===== config.mk =====
export PLATFORM = sky130hd
export DESIGN_NAME = infer_perf_monitor_flat
export DESIGN_NICKNAME = d
export VERILOG_FILES = /design/src/rtl/infer_perf_monitor_if.sv /design/src/rtl/infer_perf_monitor.sv /design/src/flat_wrapper.sv
export SDC_FILE = /design/constraint.sdc
export NUM_CORES = 1
export LEC_CHECK = 0
export ABC_AREA = 1
export CAP_MARGIN = 5
export CORE_MARGIN = 2
export CORE_UTILIZATION = 54
export DETAILED_ROUTE_END_ITERATION = 10
export GPL_TIMING_DRIVEN = 0
export PLACE_DENSITY_LB_ADDON = 0.2
export SLEW_MARGIN = 25
export SYNTH_ARGS = -nofsm -noshare
export SYNTH_HDL_FRONTEND = slang
export SYNTH_SLANG_ARGS = --single-unit

===== constraint.sdc =====
create_clock -name clk_i -period 5.8 [get_ports clk_i]
set_clock_uncertainty 0.05 [all_clocks]
set_input_delay 1.45 -clock clk_i [delete_from_list [all_inputs] [get_ports clk_i]]
set_output_delay 1.45 -clock clk_i [all_outputs]
set_load 0.03 [all_outputs]

===== src/rtl/infer_perf_monitor_if.sv =====
// Snooped data-memory bus seen by infer_perf_monitor. A transfer is an edge with
// req, write and ready all high; the monitor side only ever observes these signals.
interface infer_perf_monitor_if #(
  parameter int DWidth = 32
);
  logic              req;
  logic              write;
  logic              ready;
  logic [DWidth-1:0] addr;
  logic [DWidth-1:0] wdata;

  // master: the real bus participants (core request, memory ready); slave: the snooper
  modport master (output req, write, ready, addr, wdata);
  modport slave  (input  req, write, ready, addr, wdata);
endinterface


===== src/rtl/infer_perf_monitor.sv =====
// Inference-run monitor: snoops dmem writes to a 4-word MMIO window and keeps
// run state, image/correct counts, cycle/instret counts, latency min/max and a watchdog.
module infer_perf_monitor #(
  parameter int                DWidth        = 32,
  parameter logic [DWidth-1:0] MonBase       = 32'h0200_0000,
  parameter int                NumOfTest     = 100,
  parameter int                CntW          = 16,
  parameter int                ImgCycW       = 32,
  parameter logic [31:0]       TimeoutCycles = 32'h00FF_FFFF,
  parameter int                AccThreshPct  = 90,
  parameter logic [DWidth-1:0] ExitMagic     = 32'd99999
) (
  input  logic                 clk_i,
  input  logic                 rst_ni,
  infer_perf_monitor_if.slave  dmem,
  input  logic                 retire_i,
  output logic [1:0]           state_o,
  output logic [CntW-1:0]      img_cnt_o,
  output logic [CntW-1:0]      correct_cnt_o,
  output logic [63:0]          cycle_cnt_o,
  output logic [63:0]          instret_cnt_o,
  output logic [ImgCycW-1:0]   min_img_cyc_o,
  output logic [ImgCycW-1:0]   max_img_cyc_o,
  output logic                 overflow_o,
  output logic                 pass_o
);

  localparam logic [1:0] StIdle    = 2'd0;
  localparam logic [1:0] StRun     = 2'd1;
  localparam logic [1:0] StDone    = 2'd2;
  localparam logic [1:0] StTimeout = 2'd3;

  localparam int                 AW         = DWidth - 2;
  localparam logic [AW-1:0]      CtrlWord   = MonBase[DWidth-1:2];
  localparam logic [AW-1:0]      ImgWord    = CtrlWord + AW'(1);
  localparam logic [AW-1:0]      ExitWord   = CtrlWord + AW'(2);
  localparam logic [CntW-1:0]    NumImg     = CntW'(NumOfTest);
  localparam logic [ImgCycW-1:0] WdLast     = ImgCycW'(TimeoutCycles - 32'd1);
  // Accuracy compare is done in a width wide enough for correct*100 without wrap
  localparam int                 PW         = 2 * CntW + 7;
  localparam logic [PW-1:0]      PassThresh = PW'(AccThreshPct) * PW'(NumOfTest);

  // Bus decode: word-address match, only accepted write transfers count
  logic          xfer;
  logic [AW-1:0] word;
  logic          ctrl_hit;
  logic          img_hit;
  logic          exit_hit;
  logic          exit_ok;
  logic          unused_addr_lsbs;

  assign xfer             = dmem.req & dmem.write & dmem.ready;
  assign word             = dmem.addr[DWidth-1:2];
  assign ctrl_hit         = xfer && (word == CtrlWord);
  assign img_hit          = xfer && (word == ImgWord);
  assign exit_hit         = xfer && (word == ExitWord);
  assign exit_ok          = exit_hit && (dmem.wdata == ExitMagic);
  assign unused_addr_lsbs = ^dmem.addr[1:0];

  logic [1:0]         state_q,   state_d;
  logic [CntW-1:0]    img_q,     img_d;
  logic [CntW-1:0]    correct_q, correct_d;
  logic [63:0]        cycle_q,   cycle_d;
  logic [63:0]        instret_q, instret_d;
  logic [ImgCycW-1:0] timer_q,   timer_d;
  logic [ImgCycW-1:0] min_q,     min_d;
  logic [ImgCycW-1:0] max_q,     max_d;
  logic               ovf_q,     ovf_d;
  logic               pass_q,    pass_d;

  logic [ImgCycW-1:0] lat;
  logic               img_take;

  always_comb begin
    state_d   = state_q;
    img_d     = img_q;
    correct_d = correct_q;
    cycle_d   = cycle_q;
    instret_d = instret_q;
    timer_d   = timer_q;
    min_d     = min_q;
    max_d     = max_q;
    ovf_d     = ovf_q;
    lat       = (timer_q == '1) ? timer_q : timer_q + 1'b1;
    img_take  = 1'b0;

    if (ctrl_hit && dmem.wdata[1]) begin
      state_d   = StIdle;
      img_d     = '0;
      correct_d = '0;
      cycle_d   = '0;
      instret_d = '0;
      timer_d   = '0;
      min_d     = '1;
      max_d     = '0;
      ovf_d     = 1'b0;
    end else begin
      case (state_q)
        StIdle: begin
          if (ctrl_hit && dmem.wdata[0]) begin
            state_d = StRun;
            timer_d = '0;
          end
        end
        StRun: begin
          cycle_d   = cycle_q + 64'd1;
          instret_d = instret_q + {63'd0, retire_i};
          if (timer_q != '1) timer_d = timer_q + 1'b1;
          if (img_hit) begin
            if (img_q < NumImg) begin
              img_take  = 1'b1;
              img_d     = img_q + 1'b1;
              correct_d = correct_q + {{(CntW-1){1'b0}}, dmem.wdata[0]};
              timer_d   = '0;
              if (lat < min_q) min_d = lat;
              if (lat > max_q) max_d = lat;
            end else begin
              ovf_d = 1'b1;
            end
          end
          // A counted image or valid exit in the expiry cycle beats the watchdog
          if (exit_ok) begin
            state_d = StDone;
          end else if (!img_take && (timer_q == WdLast)) begin
            state_d = StTimeout;
          end
        end
        default: begin
        end
      endcase
    end

    pass_d = (state_d == StDone) && ((PW'(correct_d) * PW'(100)) >= PassThresh);
  end

  always_ff @(posedge clk_i or negedge rst_ni) begin
    if (!rst_ni) begin
      state_q   <= StIdle;
      img_q     <= '0;
      correct_q <= '0;
      cycle_q   <= '0;
      instret_q <= '0;
      timer_q   <= '0;
      min_q     <= '1;
      max_q     <= '0;
      ovf_q     <= 1'b0;
      pass_q    <= 1'b0;
    end else begin
      state_q   <= state_d;
      img_q     <= img_d;
      correct_q <= correct_d;
      cycle_q   <= cycle_d;
      instret_q <= instret_d;
      timer_q   <= timer_d;
      min_q     <= min_d;
      max_q     <= max_d;
      ovf_q     <= ovf_d;
      pass_q    <= pass_d;
    end
  end

  assign state_o       = state_q;
  assign img_cnt_o     = img_q;
  assign correct_cnt_o = correct_q;
  assign cycle_cnt_o   = cycle_q;
  assign instret_cnt_o = instret_q;
  assign min_img_cyc_o = min_q;
  assign max_img_cyc_o = max_q;
  assign overflow_o    = ovf_q;
  assign pass_o        = pass_q;

endmodule


===== src/flat_wrapper.sv =====
// flat-port wrapper written by rule: the top's interface ports become plain ports
module infer_perf_monitor_flat 
#(
  parameter int                DWidth        = 32,
  parameter logic [DWidth-1:0] MonBase       = 32'h0200_0000,
  parameter int                NumOfTest     = 100,
  parameter int                CntW          = 16,
  parameter int                ImgCycW       = 32,
  parameter logic [31:0]       TimeoutCycles = 32'h00FF_FFFF,
  parameter int                AccThreshPct  = 90,
  parameter logic [DWidth-1:0] ExitMagic     = 32'd99999
)
  (clk_i, rst_ni, retire_i, state_o, img_cnt_o, correct_cnt_o, cycle_cnt_o, instret_cnt_o, min_img_cyc_o, max_img_cyc_o, overflow_o, pass_o, dmem_req, dmem_write, dmem_ready, dmem_addr, dmem_wdata);
  infer_perf_monitor_if #(.DWidth(DWidth)) dmem_i ();
  input  logic clk_i;
  input  logic rst_ni;
  input  logic retire_i;
  output logic [1:0] state_o;
  output logic [CntW-1:0] img_cnt_o;
  output logic [CntW-1:0] correct_cnt_o;
  output logic [63:0] cycle_cnt_o;
  output logic [63:0] instret_cnt_o;
  output logic [ImgCycW-1:0] min_img_cyc_o;
  output logic [ImgCycW-1:0] max_img_cyc_o;
  output logic overflow_o;
  output logic pass_o;
  input wire logic [$bits(dmem_i.req)-1:0] dmem_req;
  input wire logic [$bits(dmem_i.write)-1:0] dmem_write;
  input wire logic [$bits(dmem_i.ready)-1:0] dmem_ready;
  input wire logic [$bits(dmem_i.addr)-1:0] dmem_addr;
  input wire logic [$bits(dmem_i.wdata)-1:0] dmem_wdata;
  assign dmem_i.req = dmem_req;
  assign dmem_i.write = dmem_write;
  assign dmem_i.ready = dmem_ready;
  assign dmem_i.addr = dmem_addr;
  assign dmem_i.wdata = dmem_wdata;
  infer_perf_monitor #(.DWidth(DWidth), .MonBase(MonBase), .NumOfTest(NumOfTest), .CntW(CntW), .ImgCycW(ImgCycW), .TimeoutCycles(TimeoutCycles), .AccThreshPct(AccThreshPct), .ExitMagic(ExitMagic)) u_core (.clk_i(clk_i), .rst_ni(rst_ni), .dmem(dmem_i), .retire_i(retire_i), .state_o(state_o), .img_cnt_o(img_cnt_o), .correct_cnt_o(correct_cnt_o), .cycle_cnt_o(cycle_cnt_o), .instret_cnt_o(instret_cnt_o), .min_img_cyc_o(min_img_cyc_o), .max_img_cyc_o(max_img_cyc_o), .overflow_o(overflow_o), .pass_o(pass_o));
endmodule

==> reports/metrics.yaml <==
num_rows: 65
initialDrtViolationCount: 1629
worst-path-max-fanout: 4
dieWidth_um: 183.0
hold_path_class: "reg2reg"
synth_nets: 2512
crit_start: "dmem_addr[10]"
drv_cap: 0
hold_viol_final: 0
io_buffer_count: 295
floorplan.die_area_mm2: 0.03350
via_per_inst: 5.946
wl_mm: 62.24
first_pass_iters: 6
clk-insertion-delay-late_ps: 560
worstMarginPinSlew_ps: 959.3
grt_util_met3: 0.06513
finalSetupTns_ps: -108.2
cts-hold-fix-buffers: 0
cts_max_level: 1
timing.hold.worst.start: "u_core.min_img_cyc_o[21]"
regToRegStartpoint: "u_core.state_o[1]"
timing_worst_setup_path_type: "in2reg"
power.static_leakage_uw: 0.01112
timing.fmax_mhz: 169.3
power_switching_uw: 866.5
grt_remaining_overflow: 0
grt_max_degree: 80
tritoncts.num_buffers: 29
dpl.hpwl_mm: 45.16
cellInternalPower_uw: 3017
post-route-worst-setup-slack_ps: -108.2
numClockSinks: 260
drt-wirelength-per-cell_um: 20.01
yosysWarningCount: 0
pre_cts_ws_ps: -2270
setup_viol: 1
synth_enable_flop_cells: 0
powerDensity_mw_per_mm2: 167.7
synth.ff_latch_count: 260
syn_inst: 2305
critPathRequiredTime_ps: 6220
floorplan.io_pins: 298
post_synth_num_cell_types: 53
ant_nets: 0
initial_utilization: 0.5486
vdd_ir_max_uv: 222.7
slew_headroom: 0.3605
syn_avg_cell_area_um2: 7.510
regArea_mm2: 0.006546
design.final.nets: 2892
worstSetupStartpointType: "input pin"
power.sequential.fraction: 0.467
synth_top_cell_area_share: 0.3296
initial_antenna_violation_count: 2
yosysSeqAreaShare: 0.3782
grt_busiest_layer: "met2"
power.clock.fraction: 0.505
post_synth_main_area_contributors: "dfrtp_1 33%, nand2_1 9.2%, ha_1 9.1%"
die_height_um: 183.0
slew_violations: 0
final_min_period_over_clock_period: 1.019
timing.final.crit_period_ps: 5908
pwr-share-comb: 0.027
clk_pin_slew_ps: 70
first_global_vias: 17854
worst_setup_path_end_kind: "register"
cell_accounting_for_the_most_synthesized_area: "dfrtp_1"
area_growth_pct: 33.80
grt_first_pass_wirelength_mm: 93.75
syn_area_mm2: 0.01731
routed-via-count: 18499
status: "finished with violations"
cts_buffer_depth: 3
gpl_wtd_cong: 0.9869
globalRouteMet2Util: 0.5848
grtUsageTotal: 0.3532
fraction_of_layout_cells_with_a_size_suffix_above_1: 0.1308
synthArstFlopShare: 1.000
arrival_ps: 6330
violated_checks: "negative setup slack"
fp.coreArea_mm2: 0.03156
multiInputGateArea_mm2: 0.009910
num-fill-cells: 2380
use_met1: 0.4532
synth_top_flop_cell: "dfrtp_1"
cts_tree: "done"
post_layout_utilization_of_the_core: 0.7340
drc_viols: 0
sw_frac_of_total: 0.2232
worst_hold_slack_ps: 441.9
cts-root-buf: "clkbuf_16"
-- metal layers --
metal / vias up / routed length [um]
li1: 8422 / -
met1: 8776 / 24030
met2: 1072 / 29030
met3: 229 / 5923
met4: 0 / 3256
met5: - / 0
-- placed cells by master, fill, tap and decap left out, types with 9 or more instances in the layout --
| cell | n |
|---|---|
| nor4_1 | 38 |
| xor2_1 | 31 |
| inv_1 | 368 |
| nand4_1 | 60 |
| fa_1 | 10 |
| ha_4 | 20 |
| inv_2 | 14 |
| nand2_4 | 10 |
| clkbuf_16 | 33 |
| nand3_2 | 12 |
| nand2_1 | 410 |
| o22ai_1 | 55 |
| a21oi_1 | 126 |
| a21oi_2 | 11 |
| dfrtp_1 | 228 |
| o21ai_1 | 9 |
| o21ai_0 | 97 |
| nor2_1 | 181 |
| o21a_1 | 16 |
| nor2_2 | 29 |
| or2_2 | 18 |
| dlymetal6s2s_1 | 15 |
| dfstp_2 | 32 |
| nand2_2 | 15 |
| nand3_1 | 137 |
| nor2_4 | 9 |
| ha_1 | 104 |
| clkbuf_1 | 31 |
| nor3_1 | 95 |
| clkdlybuf4s50_1 | 263 |
| buf_4 | 54 |
-- cells by family after synthesis --
family | count (synthesis) | synth area share
fa+ha+maj | 137 | 0.1038
compound gates | 369 | 0.1201
buf+inv | 437 | 0.09678
xor+xnor | 46 | 0.02327
simple gates | 1056 | 0.2779
flops | 260 | 0.3782
-- critical path: stages --
cell and delay, ps:
clkdlybuf4s15_1 180, nor2_2 130, nand4_1 220, nor4_4 410
and2_4 230, nand3_4 120, nor3_4 230, a21oi_2 100
nor3_4 320, ha_1 300, ha_1 290, fa_1 500
ha_4 370, nand2_4 70, nor2_1 140, nand2_1 110
nand2_4 110, xor2_2 220, nand2_1 130, nor2_2 150
nand2_1 70, nand2_1 80, inv_1 50, o211ai_1 90
inv_1 80, a21oi_2 170
-- synthesized netlist by cell type, types with 5 or more instances --
library cell / n
dfstp_2: 32
buf_2: 7
a31oi_1: 9
inv_1: 381
fa_1: 11
o221ai_1: 5
o21ai_1: 7
o211ai_1: 8
a21oi_1: 142
or2_2: 19
clkbuf_1: 34
nor4_1: 40
nor3_1: 102
inv_2: 5
nand2_2: 7
nor2_2: 10
nor3_2: 6
ha_1: 126
xor2_1: 37
nand2_1: 425
o21ai_0: 104
nand4_1: 60
dfrtp_1: 228
o22ai_1: 55
a211oi_1: 6
nand3b_1: 6
o21a_1: 16
nand3_1: 152
nor2_1: 205
xnor2_1: 9
-- stage by stage --
| stage | instances | area [um^2] | power [uW] |
|---|---|---|---|
| floorplan | 2305 | 17320 | 1856 |
| global placement | 3002 | 20770 | 1948 |
| global route | 3110 | 23160 | 3968 |
| CTS | 3082 | 22570 | 3877 |
| detailed placement | 3005 | 20860 | 1955 |
| finish | 3111 | 23160 | 3883 |
-- power groups by stage --
stage | Combinational (uW) | Sequential, uW | Clock, uW
floorplan | 8.48 | 1850 | 0
global placement | 99.2 | 1850 | 0
detailed placement | 108 | 1850 | 0
CTS | 107 | 1810 | 1960
global route | 117 | 1810 | 2040
finish | 106 | 1810 | 1960
-- worst paths after layout --
| path | to | slack [ps] | cells after the start |
|---|---|---|---|
| min reg2reg | u_core.min_img_cyc_o[21] | 440 | 2 |
| max | u_core.pass_o | -110 | 26 |
| max in group asynchronous | u_core.instret_cnt_o[45] | 3850 | 3 |
| max reg2reg | u_core.pass_o | 220 | 23 |
| min | u_core.min_img_cyc_o[21] | 440 | 2 |
| min in group asynchronous | u_core.max_img_cyc_o[15] | 770 | 1 |
-- state kept, by name, summed over array words and instances, names as in the netlist --
register              cells
u_core.cycle_cnt_o       64
u_core.timer_q           32
u_core.img_cnt_o         16
u_core.min_img_cyc_o     32
u_core.state_o            2
u_core.instret_cnt_o     64
u_core.correct_cnt_o     16
u_core.pass_o             1
u_core.max_img_cyc_o     32
u_core.overflow_o         1
-- final cells by class --
cell class              count  area share
repair buffers            351      0.1481
plain buffers              47     0.01313
flip-flops and latches    260      0.2826
clock inverters            14    0.007563
clock buffers              39     0.03511
diodes                      2   0.0002161
multi-input cells        1608      0.4279
well taps                 402     0.02172
inverters                 388     0.06369
-- what timing repair did --
| action | 4_1_cts | 5_1_grt |
|---|---|---|
| endpoints found under the setup margin | 1 | 1 |
| gates resized for setup | 133 | 111 |
| pin swaps | 56 | 91 |
| buffers inserted | 26 | 27 |
Power figures use the tool's default switching activity.
